===== src/rtl/mc_control_unit_pkg.sv =====
// Shared definitions for the multi-cycle control unit.
//   state_t     : sequencer states
//   OP_*        : legal opcode values (low nibble of the opcode field)
//   ALU_*       : ALU operation codes, zero-extended by the user to ALUW
//   PC_SRC_*    : PC source select codes
package mc_control_unit_pkg;

  typedef enum logic [2:0] {
    FETCH  = 3'd0,
    DECODE = 3'd1,
    EXEC   = 3'd2,
    MEM    = 3'd3,
    WB     = 3'd4,
    HALT   = 3'd5,
    ERR    = 3'd6
  } state_t;

  localparam logic [3:0] OP_ADD  = 4'd0;
  localparam logic [3:0] OP_SUB  = 4'd1;
  localparam logic [3:0] OP_AND  = 4'd2;
  localparam logic [3:0] OP_OR   = 4'd3;
  localparam logic [3:0] OP_LD   = 4'd4;
  localparam logic [3:0] OP_ST   = 4'd5;
  localparam logic [3:0] OP_BEQ  = 4'd6;
  localparam logic [3:0] OP_JMP  = 4'd7;
  localparam logic [3:0] OP_ADDI = 4'd8;
  localparam logic [3:0] OP_HALT = 4'd15;

  localparam logic [1:0] ALU_ADD = 2'd0;
  localparam logic [1:0] ALU_SUB = 2'd1;
  localparam logic [1:0] ALU_AND = 2'd2;
  localparam logic [1:0] ALU_OR  = 2'd3;

  localparam logic [1:0] PC_SRC_INC = 2'd0;
  localparam logic [1:0] PC_SRC_BR  = 2'd1;
  localparam logic [1:0] PC_SRC_JMP = 2'd2;

  // Legality of the low nibble only; upper opcode bits are checked by the caller.
  function automatic logic op_is_legal(input logic [3:0] op);
    return (op <= OP_ADDI) || (op == OP_HALT);
  endfunction

  // R-type opcodes map 1:1 onto ALU codes; BEQ compares by subtraction;
  // LD/ST/ADDI add an immediate.
  function automatic logic [1:0] alu_code(input logic [3:0] op);
    logic [1:0] code;
    case (op)
      OP_ADD, OP_SUB, OP_AND, OP_OR: code = op[1:0];
      OP_BEQ:                        code = ALU_SUB;
      default:                       code = ALU_ADD;
    endcase
    return code;
  endfunction

endpackage


===== src/rtl/mc_control_unit_if.sv =====
// Memory request/ready handshake between the control unit and memory.
//   mem_req      : request, held until mem_ready
//   mem_ready    : memory completes the current request this cycle
//   mem_write_en : data write (qualifies mem_req)
//   mem_op       : 0 = instruction fetch, 1 = data access
interface mc_control_unit_if;
  logic mem_req;
  logic mem_ready;
  logic mem_write_en;
  logic mem_op;

  modport master (output mem_req, output mem_write_en, output mem_op, input mem_ready);
  modport slave  (input mem_req, input mem_write_en, input mem_op, output mem_ready);
endinterface


===== src/rtl/mc_control_unit_wait_timer.sv =====
// Memory wait counter with timeout compare.
//   i_clk, i_rst : clock, synchronous active-high reset
//   i_active     : sequencer is in a memory-waiting state (FETCH/MEM)
//   i_ready      : memory ready this cycle
//   o_timeout    : TMO-th consecutive not-ready cycle; sequencer traps next edge
module mc_wait_timer #(
  parameter int unsigned TMO = 15
) (
  input  logic i_clk,
  input  logic i_rst,
  input  logic i_active,
  input  logic i_ready,
  output logic o_timeout
);

  localparam logic [7:0] LP_LAST = 8'(TMO - 1);

  logic [7:0] r_cnt;
  logic       w_waiting;

  assign w_waiting = i_active && !i_ready;
  // r_cnt holds the number of earlier not-ready cycles, so this cycle is
  // the TMO-th one when it equals TMO-1.
  assign o_timeout = w_waiting && (r_cnt == LP_LAST);

  // Any exit from the wait (ready, timeout, leaving the state) clears it.
  always_ff @(posedge i_clk) begin
    if (i_rst)
      r_cnt <= '0;
    else if (w_waiting && !o_timeout)
      r_cnt <= r_cnt + 8'd1;
    else
      r_cnt <= '0;
  end

endmodule


===== src/rtl/mc_control_unit.sv =====
// Multi-cycle control unit: sequences each instruction through
// FETCH/DECODE/EXEC/MEM/WB and decodes datapath enables from the state.
//   i_clk, i_rst   : clock, synchronous active-high reset
//   i_opcode       : instruction register opcode (stable DECODE..next FETCH)
//   i_zero         : ALU zero flag, used in EXEC for BEQ
//   mem            : memory handshake (master side)
//   o_ir_write, o_pc_write, o_pc_src, o_alu_sel, o_alu_src,
//   o_reg_write_en, o_mem_to_reg : datapath controls
//   o_halted, o_err : absorbing HALT / ERR indication
//   o_retired      : retired-instruction counter (wraps)
//
// state  | meaning
// FETCH  | instruction fetch request, wait for mem_ready
// DECODE | classify opcode; JMP and HALT finish here
// EXEC   | ALU operation; BEQ finishes here
// MEM    | data access request, wait for mem_ready; ST finishes here
// WB     | register writeback
// HALT   | halted until reset
// ERR    | illegal opcode or memory timeout, until reset
module mc_control_unit
  import mc_control_unit_pkg::*;
#(
  parameter int unsigned OPW  = 4,
  parameter int unsigned ALUW = 2,
  parameter int unsigned TMO  = 15,
  parameter int unsigned CNTW = 16
) (
  input  logic              i_clk,
  input  logic              i_rst,
  input  logic [OPW-1:0]    i_opcode,
  input  logic              i_zero,
  mc_control_unit_if.master mem,
  output logic              o_ir_write,
  output logic              o_pc_write,
  output logic [1:0]        o_pc_src,
  output logic [ALUW-1:0]   o_alu_sel,
  output logic              o_alu_src,
  output logic              o_reg_write_en,
  output logic              o_mem_to_reg,
  output logic              o_halted,
  output logic              o_err,
  output logic [CNTW-1:0]   o_retired
);

  state_t          r_state;
  logic [CNTW-1:0] r_retired;
  logic [3:0]      w_op;
  logic            w_op_hi_nz, w_legal, w_timeout, w_retire;
  logic            w_is_ld, w_is_st, w_is_beq, w_is_jmp, w_is_halt, w_is_addi;

  assign w_op = i_opcode[3:0];

  generate
    if (OPW > 4) begin : g_hi
      assign w_op_hi_nz = |i_opcode[OPW-1:4];
    end else begin : g_nohi
      assign w_op_hi_nz = 1'b0;
    end
  endgenerate

  assign w_legal   = !w_op_hi_nz && op_is_legal(w_op);
  assign w_is_ld   = (w_op == OP_LD);
  assign w_is_st   = (w_op == OP_ST);
  assign w_is_beq  = (w_op == OP_BEQ);
  assign w_is_jmp  = (w_op == OP_JMP);
  assign w_is_halt = (w_op == OP_HALT);
  assign w_is_addi = (w_op == OP_ADDI);

  mc_wait_timer #(.TMO(TMO)) u_wait_timer (
    .i_clk     (i_clk),
    .i_rst     (i_rst),
    .i_active  ((r_state == FETCH) || (r_state == MEM)),
    .i_ready   (mem.mem_ready),
    .o_timeout (w_timeout)
  );

  // Edge on which the final state of an instruction is left.
  always_comb begin
    w_retire = 1'b0;
    case (r_state)
      DECODE:  w_retire = w_legal && (w_is_jmp || w_is_halt);
      EXEC:    w_retire = w_is_beq;
      MEM:     w_retire = w_is_st && mem.mem_ready;
      WB:      w_retire = 1'b1;
      default: w_retire = 1'b0;
    endcase
  end

  always_ff @(posedge i_clk) begin
    if (i_rst) begin
      r_state   <= FETCH;
      r_retired <= '0;
    end else begin
      case (r_state)
        FETCH:
          if (mem.mem_ready)  r_state <= DECODE;
          else if (w_timeout) r_state <= ERR;
        DECODE:
          if (!w_legal)       r_state <= ERR;
          else if (w_is_jmp)  r_state <= FETCH;
          else if (w_is_halt) r_state <= HALT;
          else                r_state <= EXEC;
        EXEC:
          if (w_is_beq)                r_state <= FETCH;
          else if (w_is_ld || w_is_st) r_state <= MEM;
          else                         r_state <= WB;
        MEM:
          if (mem.mem_ready)  r_state <= w_is_st ? FETCH : WB;
          else if (w_timeout) r_state <= ERR;
        WB:      r_state <= FETCH;
        HALT:    r_state <= HALT;
        ERR:     r_state <= ERR;
        default: r_state <= ERR;
      endcase
      if (w_retire) r_retired <= r_retired + 1'b1;
    end
  end

  // Outputs follow the registered state and opcode; the fetch strobes are
  // additionally qualified by the live mem_ready and BEQ's pc_write by zero.
  always_comb begin
    mem.mem_req      = 1'b0;
    mem.mem_op       = 1'b0;
    mem.mem_write_en = 1'b0;
    o_ir_write       = 1'b0;
    o_pc_write       = 1'b0;
    o_pc_src         = PC_SRC_INC;
    o_alu_sel        = '0;
    o_alu_src        = 1'b0;
    o_reg_write_en   = 1'b0;
    o_mem_to_reg     = 1'b0;
    o_halted         = 1'b0;
    o_err            = 1'b0;
    case (r_state)
      FETCH: begin
        mem.mem_req = 1'b1;
        o_ir_write  = mem.mem_ready && !i_rst;
        o_pc_write  = mem.mem_ready && !i_rst;
      end
      DECODE:
        if (w_legal && w_is_jmp) begin
          o_pc_write = 1'b1;
          o_pc_src   = PC_SRC_JMP;
        end
      EXEC: begin
        o_alu_sel = ALUW'(alu_code(w_op));
        o_alu_src = w_is_ld || w_is_st || w_is_addi;
        if (w_is_beq) begin
          o_pc_write = i_zero;
          o_pc_src   = PC_SRC_BR;
        end
      end
      MEM: begin
        mem.mem_req      = 1'b1;
        mem.mem_op       = 1'b1;
        mem.mem_write_en = w_is_st;
      end
      WB: begin
        o_reg_write_en = 1'b1;
        o_mem_to_reg   = w_is_ld;
      end
      HALT:    o_halted = 1'b1;
      ERR:     o_err    = 1'b1;
      default: o_err    = 1'b1;
    endcase
  end

  assign o_retired = r_retired;

endmodule


===== src/flat_wrapper.sv =====
// flat-port wrapper written by rule: the top's interface ports become plain ports
module mc_control_unit_flat import mc_control_unit_pkg::*;
#(
  parameter int unsigned OPW  = 4,
  parameter int unsigned ALUW = 2,
  parameter int unsigned TMO  = 15,
  parameter int unsigned CNTW = 16
)
  (i_clk, i_rst, i_opcode, i_zero, o_ir_write, o_pc_write, o_pc_src, o_alu_sel, o_alu_src, o_reg_write_en, o_mem_to_reg, o_halted, o_err, o_retired, mem_mem_req, mem_mem_write_en, mem_mem_op, mem_mem_ready);
  mc_control_unit_if mem_i ();
  input  logic i_clk;
  input  logic i_rst;
  input  logic [OPW-1:0] i_opcode;
  input  logic i_zero;
  output logic o_ir_write;
  output logic o_pc_write;
  output logic [1:0] o_pc_src;
  output logic [ALUW-1:0] o_alu_sel;
  output logic o_alu_src;
  output logic o_reg_write_en;
  output logic o_mem_to_reg;
  output logic o_halted;
  output logic o_err;
  output logic [CNTW-1:0] o_retired;
  output wire logic [$bits(mem_i.mem_req)-1:0] mem_mem_req;
  output wire logic [$bits(mem_i.mem_write_en)-1:0] mem_mem_write_en;
  output wire logic [$bits(mem_i.mem_op)-1:0] mem_mem_op;
  input wire logic [$bits(mem_i.mem_ready)-1:0] mem_mem_ready;
  assign mem_mem_req = mem_i.mem_req;
  assign mem_mem_write_en = mem_i.mem_write_en;
  assign mem_mem_op = mem_i.mem_op;
  assign mem_i.mem_ready = mem_mem_ready;
  mc_control_unit #(.OPW(OPW), .ALUW(ALUW), .TMO(TMO), .CNTW(CNTW)) u_core (.i_clk(i_clk), .i_rst(i_rst), .i_opcode(i_opcode), .i_zero(i_zero), .mem(mem_i), .o_ir_write(o_ir_write), .o_pc_write(o_pc_write), .o_pc_src(o_pc_src), .o_alu_sel(o_alu_sel), .o_alu_src(o_alu_src), .o_reg_write_en(o_reg_write_en), .o_mem_to_reg(o_mem_to_reg), .o_halted(o_halted), .o_err(o_err), .o_retired(o_retired));
endmodule

===== config.mk =====
export PLATFORM = sky130hd
export DESIGN_NAME = mc_control_unit_flat
export DESIGN_NICKNAME = d
export VERILOG_FILES = /design/src/rtl/mc_control_unit_pkg.sv /design/src/rtl/mc_control_unit_if.sv /design/src/rtl/mc_control_unit_wait_timer.sv /design/src/rtl/mc_control_unit.sv /design/src/flat_wrapper.sv
export SDC_FILE = /design/constraint.sdc
export NUM_CORES = 1
export LEC_CHECK = 0
export ABC_AREA = 0
export BUFFER_PORTS_ARGS = -buffer_cell sky130_fd_sc_hd__clkbuf_2
export CORE_MARGIN = 1.5
export CORE_UTILIZATION = 50
export CTS_BUF_LIST = sky130_fd_sc_hd__clkbuf_8
export CTS_CLUSTER_DIAMETER = 80
export DETAILED_ROUTE_END_ITERATION = 7
export PLACE_DENSITY = 0.86
export SLEW_MARGIN = 20
export SYNTH_ARGS = -nofsm -noshare
export SYNTH_HDL_FRONTEND = slang
export SYNTH_SLANG_ARGS = --single-unit

===== constraint.sdc =====
create_clock -name i_clk -period 5.2 [get_ports i_clk]
set_input_delay 0.52 -clock i_clk [delete_from_list [all_inputs] [get_ports i_clk]]
set_output_delay 0.52 -clock i_clk [all_outputs]
set_load 0.01 [all_outputs]

==> key figures, run 1 <==
Status
  • Outcome: finished, final reports clean

Global routing
  • GRT overflow: 0
  • Largest net degree at the start of global routing: 36
  • Total GRT Usage: 0.185
  • Vias in the first global route: 1214
  • Initial antenna violation count: 0
  • First-pass GRT wire length: 5.41 mm

Clocking
  • Post-CTS Setup Bufs: 0
  • Clk root buf: clkbuf_8
  • Max Root-Sink Buffers: 2
  • Worst-skew pair later-pin latency: 0.27 ns
  • Hold buffers post-CTS: 0
  • Clock Sink Count: 27
  • Clock transition at path regs: 0.09 ns
  • TritonCTS clock tree: done
  • H-tree depth: 1
  • Post-CTS Resized: 0
  • Cts bufs inserted: 3

Synth
  • Top post-synthesis cells by area: dfxtp_1 31%, nor2_1 7.1%, mux2_2 7.1%
  • Syn_area_per_cell: 8.20 µm²
  • Post-synthesis async set-or-reset flop share: 0
  • Yosys cell types: 49
  • Synthesized instance count: 212
  • Yosys warns: 0
  • Yosys top cell area share: 0.311
  • Mapped Nets: 223
  • EDFF count, synth: 0
  • Synth Register Bits: 27
  • Seq/Total Area, Yosys: 0.311
  • Top_reg_cell synth: dfxtp_1
  • Cell taking the most area after synthesis: dfxtp_1
  • Mapped cell area: 1740 µm²

Finish
  • Antenna Cells: 0
  • Share of layout cells above drive strength 1: 0.264
  • Syn-to-layout area delta: 12.0%
  • Final Util: 0.583
  • Final nets: 251
  • Non-Filler Instances: 285

Routing
  • Wire per inst: 12.6 µm
  • Vias per inst: 5.55
  • Number of DRC markers in iteration 0: 152
  • Final antenna-violating net count: 0
  • DRC viols: 0
  • DRT met1 WL: 1.82 mm
  • Highest metal used: met4
  • Detailed Routing Iterations Pass 1: 4
  • Final WL: 3.60 mm
  • Via count: 1583
  • Met2 routed WL: 1.61 mm
  • Met3 WL: 140 µm

Power
  • Leakage: 0.796 nW
  • Pwr Total: 410 µW
  • Peak supply drop: 0.115 mV
  • Power Dens Cells: 210 nW/µm²

Critical path
  • CP Buf/Inv Count: 1
  • Crit path DAT: 1.86 ns
  • CP max stage delay: 0.55 ns
  • Register-to-Register Setup Slack: 2.87 ns
  • CP Capture Type: output pin
  • Worst setup SP type: flip-flop
  • Worst Path Required: 4.68 ns
  • Crit Path Max Fanout: 12
  • CP top delay family: simple AND/OR/NAND/NOR gates
  • Critical-path cell list: or3b_1 -> nor2_1 -> a211o_1 -> clkbuf_2
  • WS Path Type: flip-flop to output pin
  • CP max stage cell: dfxtp_1

Timing
  • Slew HR: 0.563
  • Setup TNS: 0 ns
  • Final Max Slew Viols: 0
  • F_max: 420 MHz
  • Setup violations, final: 0
  • Worst-Margin Slew: 0.655 ns
  • Final Hold Viols: 0
  • Min Clock Period, post-route: 2.38 ns
  • Clk_skew: 0.00308 ns
  • Unrepaired setup endpoints after global routing: false
  • Crit share post-route: 0.458

Floorplanning
  • Die area: 3840 µm²
  • Die height: 62.0 µm
  • Die width: 62.0 µm
  • Number of core rows: 21
  • Core Region: 3340 µm²
  • IO Pins: 38
  • Initial Util: 0.521

Run
  • Max Cap Viol: 0

Place
  • Routability Congestion: 0.810
  • DP HPWL: 2.59 mm
  • Post-placement cell count: 280
  • Input/output buffers: 37

Min path
  • Hold crit path type: flip-flop to flip-flop
==> cells in the final DEF (no fill, tap or decap), types with 3 or more instances in the layout <==
cell type / count
o21ai_0: 6
dfxtp_1: 27
nand2_1: 12
nor2_1: 33
ha_1: 3
xor2_1: 6
mux2_1: 4
a211oi_1: 4
clkbuf_2: 37
nor2b_1: 13
mux2_2: 11
nand3_1: 9
nand4_1: 4
inv_1: 6
nor3_1: 8
and3_1: 4
clkbuf_8: 3
a21oi_1: 9
nor3b_1: 3
==> per-stage QoR <==
stage,worst slack (ns),cell area [µm²],hold slack (ns)
2_1_floorplan,3.08,1740,0.437
3_5_place_dp,2.66,1900,0.461
6_report,2.82,1950,0.476
3_3_place_gp,2.69,1900,0.456
4_1_cts,2.82,1940,0.483
5_1_grt,2.67,1950,0.528
==> cell usage after synthesis, drive strengths merged, types with 2 or more instances <==
master and n:
a2111oi 2, a211oi 5, a21oi 9, and2 2
and3 4, and4 2, buf 8, clkbuf 7
dfxtp 27, ha 3, inv 5, mux2 15
nand2 12, nand3 9, nand4 4, nor2 33
nor2b 13, nor3 8, nor3b 3, nor4b 2
o21ai 6, o41ai 2, or2 2, or3b 3
xor2 6
==> worst paths after layout <==
kind / startpoint / end / depth (start not counted)
max: u_core.r_state[1] / o_pc_write / 4
min reg2reg: u_core.u_wait_timer.r_cnt[0] / u_core.u_wait_timer.r_cnt[0] / 1
min: u_core.u_wait_timer.r_cnt[0] / u_core.u_wait_timer.r_cnt[0] / 1
max reg2reg: u_core.r_state[2] / u_core.o_retired[14] / 5
==> power breakdown <==
part / internal, mW / switching [mW] / leakage (nW) / total (mW)
Sequential: 0.212 / 0.0111 / 0.218 / 0.223
Clock: 0.0529 / 0.0634 / 0.0269 / 0.116
Combinational: 0.0278 / 0.0424 / 0.551 / 0.0703
Total: 0.293 / 0.117 / 0.796 / 0.410
==> layout make-up <==
cell class / instances / area (µm²)
flip-flops and latches: 27 / 541
fillers: 314 / 1390
well taps: 46 / 57.6
multi-input cells: 165 / 1090
clock inverters: 1 / 3.75
repair buffers: 38 / 190
clock buffers: 3 / 41.3
inverters: 5 / 18.8
==> flip-flops by register name, summed over array words and instances (netlist names) <==
register and count:
u_core.o_retired 16, u_core.u_wait_timer.r_cnt 8, u_core.r_state 3
==> logic make-up after synthesis <==
logic type,after synthesis,synth area share
fa+ha+maj,3,0.0216
simple gates,105,0.325
flops,27,0.311
compound gates,35,0.150
xor+xnor,7,0.0353
buf+inv,20,0.0598
mux,15,0.0972
==> routing by layer <==
| layer | up-vias | GRT usage |
|---|---|---|
| li1 | 811 | - |
| met1 | 724 | 0.267 |
| met2 | 44 | 0.283 |
| met3 | 4 | 0.0311 |
| met4 | 0 | 0.0547 |
| met5 | - | 0 |
Power figures use the tool's default switching activity.
==> inputs of run 2 (changes only) <==
Settings changed: PLACE_DENSITY 0.86 to 0.89.
Clock period 5.2 ns to 2.03 ns, I/O delays scaled along.
==> key figures, run 2 (synthesized netlist as in run 1, its figures left out) <==
Place
  • DP HPWL: 2.91 mm (+12%)
  • Routability Congestion: 0.819 (+1.1%)
  • Input/output buffers: 37 (unchanged)
  • Pre-CTS WS: 0.00525 ns (-2.66 ns)

Finish
  • Antenna Cells: 0 (unchanged)
  • Final nets: 266 (+6.0%)
  • Max FFs per register: 16 (unchanged)
  • Area of the multi-input gates: 1130 µm² (+3.0%)
  • Most common cell after layout, fill and taps aside: clkbuf_2
  • Syn-to-layout area delta: 20.4%
  • Fillers: 287 (-8.6%)
  • Register area: 541 µm² (unchanged)
  • Share of layout cells above drive strength 1: 0.323 (+0.0592)
  • Commonest non-fill, non-tap cells in the layout: 37 x clkbuf_2, 33 x nor2_1, 27 x dfxtp_1

Global routing
  • Vias in the first global route: 1399 (+15%)
  • First-pass GRT wire length: 6.09 mm (+13%)
  • Largest net degree at the start of global routing: 34 (-5.6%)
  • Initial antenna violation count: 0 (unchanged)
  • GRT overflow: 0 (unchanged)
  • Total GRT Usage: 0.206 (+0.0206)

Clocking
  • Clock transition at path regs: 0.09 ns (about the same)
  • TritonCTS clock tree: done
  • Clk root buf: clkbuf_8
  • H-tree depth: 1 (unchanged)
  • Max Root-Sink Buffers: 2 (unchanged)
  • Post-CTS Resized: 0 (unchanged)
  • Worst-skew pair later-pin latency: 0.27 ns (about the same)
  • Hold buffers post-CTS: 0 (unchanged)
  • Cts bufs inserted: 3 (unchanged)
  • Post-CTS Setup Bufs: 0 (unchanged)
  • Clock Sink Count: 27 (unchanged)

Floorplanning
  • Die height: 62.0 µm (unchanged)
  • Die area: 3840 µm² (unchanged)
  • IO Pins: 38 (unchanged)
  • Initial Util: 0.521 (unchanged)
  • Die width: 62.0 µm (unchanged)
  • Number of core rows: 21 (unchanged)
  • Core Region: 3340 µm² (unchanged)

Timing
  • Final Hold Viols: 0 (unchanged)
  • Crit share post-route: 0.972
  • Final Max Slew Viols: 0 (unchanged)
  • Min setup slack post-route: 0.0561 ns (-2.76 ns)
  • Worst-Margin Slew: 0.393 ns (-0.262 ns)
  • Min Clock Period, post-route: 1.97 ns
  • Setup violations, final: 0 (unchanged)
  • F_max: 507 MHz
  • Slew HR: 0.734 (+0.171)
  • Clk_skew: 0.00560 ns (+0.00252 ns)

Routing
  • Final WL: 4.00 mm (+11%)
  • Detailed Routing Iterations Pass 1: 4 (unchanged)
  • Vias per inst: 5.66 (+2.0%)
  • Wire per inst: 13.3 µm (+5.7%)
  • Via count: 1699 (+7.3%)
  • Final antenna-violating net count: 0 (unchanged)
  • DRC viols: 0 (unchanged)
  • Number of DRC markers in iteration 0: 114 (-25%)

Min path
  • Worst Hold End: u_core.u_wait_timer.r_cnt[1]
  • Hold path depth: 3 (+2)
  • Worst Hold Launch: i_rst
  • Hold crit path type: input pin to flip-flop

Critical path
  • Crit Path Max Fanout: 5 (-7)
  • Worst Path Required: 2.24 ns (-2.44 ns)
  • Register-to-Register Setup Slack: 0.06 ns (-2.81 ns)
  • Critical-path cell list: inv_1 -> ha_1 -> or4b_2 -> o41ai_1 -> o31ai_1 -> a31oi_1
  • Crit path DAT: 2.18 ns (+0.32 ns)
  • Worst setup SP type: flip-flop
  • CP max stage cell: or4b_2
  • CP max stage delay: 0.64 ns (+0.09 ns)
  • CP Capture Type: flip-flop
  • Reg2Reg Launch Point: u_core.u_wait_timer.r_cnt[0]
  • RR Endpoint: u_core.r_state[2]
  • Worst Reg-to-Reg Cells: 6 (+1)
  • WS Path Type: flip-flop to flip-flop

Power
  • Peak supply drop: 0.320 mV (+180%)
  • Comb pwr share: 0.215 (+0.043)
  • Sw Ratio: 0.285 (-0.000833)
  • Clk network pwr share: 0.272 (-0.012)
  • Internal cell power: 778 µW (+170%)
  • Sw power: 310 µW (+160%)
  • Power Dens Cells: 520 nW/µm² (+150%)
  • Leakage: 0.879 nW (+10%)
  • Flop pwr share: 0.513 (-0.031)
  • Pwr Total: 1.09 mW (+170%)

Run
  • Max Cap Viol: 0 (unchanged)

Status
  • Outcome: finished, final reports clean
[run 2: through the flow]
step / TNS [ns] / area (µm²) / hold slack, ns / utilization / instances
3_5_place_dp: 0 / 2020 / 0.468 / 0.604 / 296
5_1_grt: -0.00539 / 2090 / 0.329 / 0.627 / 300
2_1_floorplan: 0 / 1740 / 0.434 / - / 212
6_report: 0 / 2090 / 0.321 / 0.627 / 300
3_3_place_gp: 0 / 2020 / 0.454 / 0.604 / 296
4_1_cts: 0 / 2060 / 0.428 / 0.618 / 300
[run 2: area by class of cell]
class                   count  share of cell area
multi-input cells         165               0.538
flip-flops and latches     27               0.258
repair buffers             53               0.146
well taps                  46              0.0275
clock buffers               3              0.0197
inverters                   5             0.00897
clock inverters             1             0.00179
[run 2: per-layer routing]
layer  global-route usage  routed length, µm  vias up
met1                0.297               1810      792
met5                    0                  0        -
met3               0.0311                235        7
met4               0.0578                 49        0
li1                     -                  -      834
met2                0.318               1900       66
[run 2: how the worst max path moves through the flow]
stage | start | end | cells after the start
floorplan | u_core.r_state[0] | u_core.o_retired[11] | 7
global route | u_core.r_state[0] | o_pc_write | 5
detailed placement | i_opcode[0] | u_core.o_retired[13] | 5
finish | u_core.u_wait_timer.r_cnt[0] | u_core.r_state[2] | 6
global placement | i_opcode[0] | u_core.o_retired[12] | 5
CTS | u_core.r_state[0] | u_core.o_retired[13] | 6
[run 2: critical path: cells and delay by family (launching register included)]
kind	cells	cell delay, ns
flip-flops	1	0.35
buffers and inverters	1	0.07
AO/OA/AOI/OAI	3	0.70
AND/OR/NAND/NOR	1	0.64
adder cells (fa/ha/maj)	1	0.14
[run 2: power by group through the flow]
| stage | registers, mW | clock network [mW] | logic (mW) |
|---|---|---|---|
| 6_report | 0.558 | 0.296 | 0.234 |
| 5_1_grt | 0.559 | 0.325 | 0.257 |
| 4_1_cts | 0.557 | 0.301 | 0.225 |
| 3_5_place_dp | 0.569 | 0 | 0.224 |
| 3_3_place_gp | 0.568 | 0 | 0.220 |
| 2_1_floorplan | 0.567 | 0 | 0.159 |
